## config.mk

```make
export PLATFORM = sky130hd
export DESIGN_NAME = bcd_entry_reg_flat
export DESIGN_NICKNAME = d
export VERILOG_FILES = /design/src/rtl/calc_pkg.sv /design/src/rtl/bcd_entry_reg_if.sv /design/src/rtl/bcd_entry_reg_blank_mask.sv /design/src/rtl/bcd_entry_reg.sv /design/src/flat_wrapper.sv
export SDC_FILE = /design/constraint.sdc
export NUM_CORES = 1
export LEC_CHECK = 0
export BUFFER_PORTS_ARGS = -buffer_cell sky130_fd_sc_hd__buf_4
export CAP_MARGIN = 20
export CORE_MARGIN = 8
export CORE_UTILIZATION = 53
export CTS_CLUSTER_SIZE = 20
export DETAILED_ROUTE_END_ITERATION = 12
export PLACE_DENSITY = 0.82
export SLEW_MARGIN = 20
export SYNTH_ARGS = -nofsm -noshare
export SYNTH_HDL_FRONTEND = slang
export SYNTH_SLANG_ARGS = --single-unit
```

## constraint.sdc

```tcl
create_clock -name clock -period 2 [get_ports clock]
set_input_delay 0.2 -clock clock [delete_from_list [all_inputs] [get_ports clock]]
set_output_delay 0.2 -clock clock [all_outputs]
set_load 0.01 [all_outputs]
```

## src/rtl/calc_pkg.sv

```systemverilog
// -----------------------------------------------------------------------------
// calc_pkg
// Definitions shared by the keypad calculator datapath:
//   - keycode constants for the function keys (clear, backspace, enter)
//   - entry FSM state encoding
//   - is_digit() helper that classifies a 4-bit keycode as a decimal digit
// -----------------------------------------------------------------------------
package calc_pkg;

    localparam logic [3:0] KEY_CLEAR     = 4'hC;
    localparam logic [3:0] KEY_BACKSPACE = 4'hB;
    localparam logic [3:0] KEY_ENTER     = 4'hE;

    typedef enum logic [1:0] {
        EMPTY = 2'd0,
        ENTRY = 2'd1,
        FULL  = 2'd2
    } entry_state_t;

    // True for keycodes 0..9 (plain decimal digit keys)
    function automatic logic is_digit(input logic [3:0] code);
        return (code <= 4'd9);
    endfunction

endpackage

```

## src/rtl/bcd_entry_reg_if.sv

```systemverilog
// -----------------------------------------------------------------------------
// bcd_entry_reg_if
// Keypad-side and display-side signals of the BCD entry register.
//   master : keypad chain (drives digit/keystrobe, observes the entry)
//   slave  : the entry register itself
// Signals:
//   digit       keypad code, valid when keystrobe=1
//   keystrobe   one-cycle key event strobe
//   bcd         live entry, digit i at [4i+3:4i], digit 0 = units
//   blank       1 = display digit i dark
//   count       number of significant digits entered
//   full        count == NUM_DIGITS
//   overflow    sticky: a digit was rejected because the buffer was full
//   value       last committed entry
//   value_valid one-cycle pulse when value is updated
// -----------------------------------------------------------------------------
interface bcd_entry_reg_if #(
    parameter int NUM_DIGITS = 3
);
    localparam int CW = $clog2(NUM_DIGITS + 1);

    logic [3:0]              digit;
    logic                    keystrobe;
    logic [4*NUM_DIGITS-1:0] bcd;
    logic [NUM_DIGITS-1:0]   blank;
    logic [CW-1:0]           count;
    logic                    full;
    logic                    overflow;
    logic [4*NUM_DIGITS-1:0] value;
    logic                    value_valid;

    modport master (
        output digit, keystrobe,
        input  bcd, blank, count, full, overflow, value, value_valid
    );

    modport slave (
        input  digit, keystrobe,
        output bcd, blank, count, full, overflow, value, value_valid
    );

endinterface

```

## src/rtl/bcd_entry_reg_blank_mask.sv

```systemverilog
// -----------------------------------------------------------------------------
// bcd_blank_mask
// Converts a significant-digit count into a per-digit blanking mask for the
// 7-segment decoders. Digit 0 is never blanked so an empty entry shows "0".
// Ports:
//   count_i  number of significant digits
//   blank_o  bit i = 1 -> digit i dark
// -----------------------------------------------------------------------------
module bcd_blank_mask #(
    parameter int NUM_DIGITS    = 3,
    parameter bit BLANK_LEADING = 1'b1
) (
    input  logic [$clog2(NUM_DIGITS+1)-1:0] count_i,
    output logic [NUM_DIGITS-1:0]           blank_o
);

    // Blank every unused leading position except the units digit
    always_comb begin
        blank_o = '0;
        for (int i = 0; i < NUM_DIGITS; i++) begin
            blank_o[i] = BLANK_LEADING && (32'(i) >= 32'(count_i)) && (i != 0);
        end
    end

endmodule

```

## src/rtl/bcd_entry_reg.sv

```systemverilog
// -----------------------------------------------------------------------------
// bcd_entry_reg
// N-digit BCD keypad entry register. Digit keys shift into the units position,
// backspace removes the most recently entered digit, clear empties the buffer,
// enter commits the entry to value with a one-cycle value_valid pulse.
// Leading zeros are not counted; digits beyond capacity set a sticky overflow.
// Ports:
//   clock  system clock
//   reset  synchronous, active-high reset
//   bus    bcd_entry_reg_if.slave (key input + entry/display outputs)
// -----------------------------------------------------------------------------
module bcd_entry_reg
    import calc_pkg::*;
#(
    parameter int         NUM_DIGITS     = 3,
    parameter logic [3:0] CLEAR_CODE     = KEY_CLEAR,
    parameter logic [3:0] BACKSPACE_CODE = KEY_BACKSPACE,
    parameter logic [3:0] ENTER_CODE     = KEY_ENTER,
    parameter bit         BLANK_LEADING  = 1'b1
) (
    input  logic           clock,
    input  logic           reset,
    bcd_entry_reg_if.slave bus
);

    localparam int            W      = 4 * NUM_DIGITS;
    localparam int            CW     = $clog2(NUM_DIGITS + 1);
    localparam logic [CW-1:0] CNT_MAX = CW'(NUM_DIGITS);

    // Function keys must not shadow a digit key; digit count must be sane
    if (NUM_DIGITS < 1 || NUM_DIGITS > 8) begin : g_bad_digits
        $error("bcd_entry_reg: NUM_DIGITS must be 1..8");
    end
    if (is_digit(CLEAR_CODE) || is_digit(BACKSPACE_CODE) || is_digit(ENTER_CODE)) begin : g_bad_codes
        $error("bcd_entry_reg: function keycodes must be outside 0..9");
    end

    entry_state_t  state_q,    state_d;
    logic [W-1:0]  bcd_q,      bcd_d;
    logic [CW-1:0] count_q,    count_d;
    logic          overflow_q, overflow_d;
    logic [W-1:0]  value_q,    value_d;
    logic          valid_q,    valid_d;
    logic [NUM_DIGITS-1:0] blank_s;

    // Key decode, shift/count update and FSM next state
    always_comb begin
        state_d    = state_q;
        bcd_d      = bcd_q;
        count_d    = count_q;
        overflow_d = overflow_q;
        value_d    = value_q;
        valid_d    = 1'b0;
        if (bus.keystrobe) begin
            if (bus.digit == CLEAR_CODE) begin
                state_d    = EMPTY;
                bcd_d      = '0;
                count_d    = '0;
                overflow_d = 1'b0;
            end else if (bus.digit == ENTER_CODE) begin
                value_d    = bcd_q;
                valid_d    = 1'b1;
                state_d    = EMPTY;
                bcd_d      = '0;
                count_d    = '0;
                overflow_d = 1'b0;
            end else if (bus.digit == BACKSPACE_CODE) begin
                overflow_d = 1'b0;
                if (state_q != EMPTY) begin
                    bcd_d   = bcd_q >> 3'd4;
                    count_d = count_q - CW'(1);
                    // Falling back to zero digits returns to EMPTY (also covers N=1)
                    state_d = (count_q == CW'(1)) ? EMPTY : ENTRY;
                end else begin
                    state_d = EMPTY;
                end
            end else if (is_digit(bus.digit)) begin
                case (state_q)
                    EMPTY: begin
                        // A leading zero is swallowed without being counted
                        if (bus.digit != 4'd0) begin
                            bcd_d   = W'(bus.digit);
                            count_d = CW'(1);
                            state_d = (NUM_DIGITS == 1) ? FULL : ENTRY;
                        end else begin
                            state_d = EMPTY;
                        end
                    end
                    ENTRY: begin
                        bcd_d   = (bcd_q << 3'd4) | W'(bus.digit);
                        count_d = count_q + CW'(1);
                        state_d = (count_q + CW'(1) == CNT_MAX) ? FULL : ENTRY;
                    end
                    FULL: begin
                        overflow_d = 1'b1;
                    end
                    default: begin
                        state_d    = EMPTY;
                        bcd_d      = '0;
                        count_d    = '0;
                        overflow_d = 1'b0;
                    end
                endcase
            end else begin
                state_d = state_q;
            end
        end else begin
            state_d = state_q;
        end
    end

    // State and datapath registers with synchronous reset
    always_ff @(posedge clock) begin
        if (reset) begin
            state_q    <= EMPTY;
            bcd_q      <= '0;
            count_q    <= '0;
            overflow_q <= 1'b0;
            value_q    <= '0;
            valid_q    <= 1'b0;
        end else begin
            state_q    <= state_d;
            bcd_q      <= bcd_d;
            count_q    <= count_d;
            overflow_q <= overflow_d;
            value_q    <= value_d;
            valid_q    <= valid_d;
        end
    end

    bcd_blank_mask #(
        .NUM_DIGITS    (NUM_DIGITS),
        .BLANK_LEADING (BLANK_LEADING)
    ) u_blank (
        .count_i (count_q),
        .blank_o (blank_s)
    );

    assign bus.bcd         = bcd_q;
    assign bus.count       = count_q;
    assign bus.full        = (count_q == CNT_MAX);
    assign bus.blank       = blank_s;
    assign bus.overflow    = overflow_q;
    assign bus.value       = value_q;
    assign bus.value_valid = valid_q;

endmodule

```

## src/flat_wrapper.sv

```systemverilog
// flat-port wrapper written by rule: the top's interface ports become plain ports
module bcd_entry_reg_flat import calc_pkg::*;
#(
    parameter int         NUM_DIGITS     = 3,
    parameter logic [3:0] CLEAR_CODE     = KEY_CLEAR,
    parameter logic [3:0] BACKSPACE_CODE = KEY_BACKSPACE,
    parameter logic [3:0] ENTER_CODE     = KEY_ENTER,
    parameter bit         BLANK_LEADING  = 1'b1
)
  (clock, reset, bus_digit, bus_keystrobe, bus_bcd, bus_blank, bus_count, bus_full, bus_overflow, bus_value, bus_value_valid);
  bcd_entry_reg_if #(.NUM_DIGITS(NUM_DIGITS)) bus_i ();
  input  logic clock;
  input  logic reset;
  input wire logic [$bits(bus_i.digit)-1:0] bus_digit;
  input wire logic [$bits(bus_i.keystrobe)-1:0] bus_keystrobe;
  output wire logic [$bits(bus_i.bcd)-1:0] bus_bcd;
  output wire logic [$bits(bus_i.blank)-1:0] bus_blank;
  output wire logic [$bits(bus_i.count)-1:0] bus_count;
  output wire logic [$bits(bus_i.full)-1:0] bus_full;
  output wire logic [$bits(bus_i.overflow)-1:0] bus_overflow;
  output wire logic [$bits(bus_i.value)-1:0] bus_value;
  output wire logic [$bits(bus_i.value_valid)-1:0] bus_value_valid;
  assign bus_i.digit = bus_digit;
  assign bus_i.keystrobe = bus_keystrobe;
  assign bus_bcd = bus_i.bcd;
  assign bus_blank = bus_i.blank;
  assign bus_count = bus_i.count;
  assign bus_full = bus_i.full;
  assign bus_overflow = bus_i.overflow;
  assign bus_value = bus_i.value;
  assign bus_value_valid = bus_i.value_valid;
  bcd_entry_reg #(.NUM_DIGITS(NUM_DIGITS), .CLEAR_CODE(CLEAR_CODE), .BACKSPACE_CODE(BACKSPACE_CODE), .ENTER_CODE(ENTER_CODE), .BLANK_LEADING(BLANK_LEADING)) u_core (.clock(clock), .reset(reset), .bus(bus_i));
endmodule
```

==> impl_metrics.json <==
{
  "grt_pass1_wl_mm": 6.08,
  "path_cells": "and4b_1 > o31ai_4 > and3_1 > buf_4 > mux2i_1",
  "tightest_slew_ps": 585,
  "syn_nets": 201,
  "fin_nets": 231,
  "diodes": 0,
  "critPathMaxStageDelay_ps": 550,
  "wl_per_cell_microns": 14.2,
  "synth_seq_area_share_pct": 36.9,
  "finalWirelength_mm": 3.60,
  "cts_root_buf": "clkbuf_4",
  "min_path_type": "input pin to flop",
  "fin_tns_setup_ps": 0,
  "vdd_drop_max_mv": 0.415,
  "clkTransAtPathRegs_ps": 110,
  "slew_violations": 0,
  "clkPwrFrac_pct": 37.7,
  "p_sw_share_pct": 25.3,
  "p_seq_share_pct": 49.8,
  "cts_setup_buffers": 0,
  "status": "finished, final reports clean",
  "core_region_area_sq_um": 2980,
  "cp.required_ps": 2270,
  "cp_top_family": "flip-flops",
  "synth_flop_cell": "dfxtp_1",
  "rows": 20,
  "p_leak_nw": 0.807,
  "cap_violations": 0,
  "min_period_ps": 1760,
  "port_buffers": 37,
  "cts_tree": "done",
  "grt_pass1_vias": 1310,
  "worstSkewPairLatency_ps": 330,
  "synthArstFlopShare_pct": 0,
  "p_sw_uw": 318,
  "via_count": 1439,
  "drt-pass1-iter-count": 4,
  "crit_type": "flop to flop",
  "p_comb_share_pct": 12.5,
  "final_layout_size_suffix_gt1_share_pct": 23.5,
  "cts_max_level": 2,
  "relSlewSlack_pct": 60.5,
  "fin_area_sq_um": 1950,
  "postPlaceCellArea_sq_um": 1870,
  "cts_buffers": 5,
  "crit_arrival_ps": 2030,
  "crit_path_start_kind": "flop",
  "dieHeight_microns": 71.4,
  "finalClockSkew_ps": 15.7,
  "pwr_density_cell_nw_per_um2": 644,
  "cts.path.max_buffers": 2,
  "cts_sinks": 30,
  "end_kind": "flop",
  "track_usage_pct": 14.6,
  "synth_area_leaders": "dfxtp_1 37%, mux2i_1 8.6%, nand2_1 6.7%",
  "syn_inst": 190,
  "fillerInstances": 280,
  "yosysWarningCount": 0,
  "grt_start_max_net_pins": 36,
  "dieWidth_microns": 71.4,
  "post-dp-hpwl_mm": 2.59,
  "via_per_inst": 5.67,
  "ant_nets": 0,
  "synth.most_common_cell": "dfxtp_1",
  "fin_crit_sh_pct": 87.9,
  "die_area_sq_um": 5100,
  "cts_resized": 0,
  "drt_iter0_drc": 101,
  "place.gp.congestion": 0.878,
  "areaGrowthSynthToFinish_pct": 19.8,
  "ys_top_cells_by_count": "30 x dfxtp_1, 29 x nand2_1, 15 x a21oi_1",
  "path_max_fanout": 13,
  "route.detailed.drc": 0,
  "hold_buffers": 0,
  "setup_viol": 0,
  "hold_viol": 0,
  "cp_num_buf_inv": 1,
  "antenna_found_initial": 0,
  "synth-seq-cells": 30,
  "syn_area_sq_um": 1630,
  "p_int_uw": 939,
  "yosysTopAreaCell": "dfxtp_1",
  "yosysTopAreaCellShare_pct": 36.9,
  "io_pins": 39,
  "rsz0062_at_grt": "false",
  "initial_core_util_pct": 54.7,
  "synth_edf_count": 0,
  "synth.distinct_cells": 40,
  "fmax_mhz": 569,
  "avgSynthCellArea_sq_um": 8.57,
  "globalRoute.totalOverflow": 0,
  "worst_path_max_delay_cell": "dfxtp_1"
}
placed cells by master (no fill, tap or decap):
cell	Yosys	routed
buf_12	0	1
and2_1	5	5
or3b_1	1	1
buf_4	2	39
or4_1	4	4
clkbuf_4	0	5
a311oi_2	1	1
o311ai_0	1	1
nand2b_1	14	14
nand2_1	29	29
a22o_1	1	1
and3b_1	1	1
nand3_2	1	1
a31o_2	1	1
dfxtp_1	30	30
ha_1	4	4
a211o_1	1	1
o21bai_1	4	4
a31oi_1	1	1
o32ai_1	1	1
o41ai_1	1	1
o211ai_1	1	1
nor3b_1	3	3
conb_1	1	1
mux2i_1	14	14
nor3_1	5	5
o21ai_0	6	6
and4b_1	2	2
and3_1	2	2
clkinv_2	0	2
bufinv_16	0	1
and2_0	2	2
a21boi_0	1	1
o31ai_4	1	1
nor2_1	5	5
nor4b_1	4	4
a21oi_1	15	15
o311a_1	1	1
nand3_1	4	4
inv_1	5	5
per-layer routing:
metal | global-route usage, % | part of all wire [%] | vias up
met2 | 23.1 | 46 | 35
met3 | 5.02 | 6.2 | 7
met1 | 17.4 | 46 | 672
met4 | 6.47 | 1.4 | 0
li1 | - | - | 725
met5 | 0 | 0 | -
power groups by stage:
stage | clock, mW | sequential [mW] | combinational [mW]
floorplan | 0 | 0.641 | 0.114
global placement | 0 | 0.640 | 0.154
detailed placement | 0 | 0.640 | 0.157
CTS | 0.484 | 0.626 | 0.158
global route | 0.504 | 0.629 | 0.174
finish | 0.474 | 0.626 | 0.157
final timing paths:
kind	slack, ps	endpoint	depth (start not counted)	start
max	240	u_core.bus.bcd[11]	5	u_core.state_q[1]
min	240	u_core.bus.value_valid	2	reset
max reg2reg	240	u_core.bus.bcd[11]	5	u_core.state_q[1]
min reg2reg	460	u_core.bus.value[11]	2	u_core.bus.value[11]
registers in the layout, summed over array words and instances (netlist names):
register	count
u_core.bus.overflow	1
u_core.bus.count	2
u_core.state_q	2
u_core.bus.value	12
u_core.bus.value_valid	1
u_core.bus.bcd	12
cells by family (layout without fill, tap and decap cells):
group | Yosys count | count (layout) | synth area share [%]
AND/OR/NAND/NOR | 82 | 82 | 27.7
AO/OA/AOI/OAI | 37 | 37 | 15.7
flip-flops | 30 | 30 | 36.9
buffers and inverters | 22 | 53 | 7.83
multiplexers | 14 | 14 | 8.60
adder cells (fa/ha/maj) | 4 | 4 | 3.07
other | 1 | 1 | 0.230
final cells by class:
type / count / area [sq um] / area share, %
Clock buffer: 5 / 37.5 / 1.92
Clock inverter: 3 / 40.0 / 2.05
Inverter: 5 / 18.8 / 0.962
Multi-Input combinational cell: 138 / 901 / 46.2
Sequential cell: 30 / 601 / 30.8
Tap cell: 33 / 41.3 / 2.12
Timing Repair Buffer: 40 / 313 / 16.0
through the flow:
stage	hold slack, ps	util [%]	worst slack (ps)	std cells	total power, mW
after floorplan	476	-	584	190	0.754
after global placement	443	62.9	351	246	0.794
after detailed placement	447	62.9	245	246	0.797
after CTS	222	65.5	242	254	1.27
after global routing	237	65.5	176	254	1.31
final	239	65.5	242	254	1.26
No activity file was read; power rests on OpenSTA's default activity.
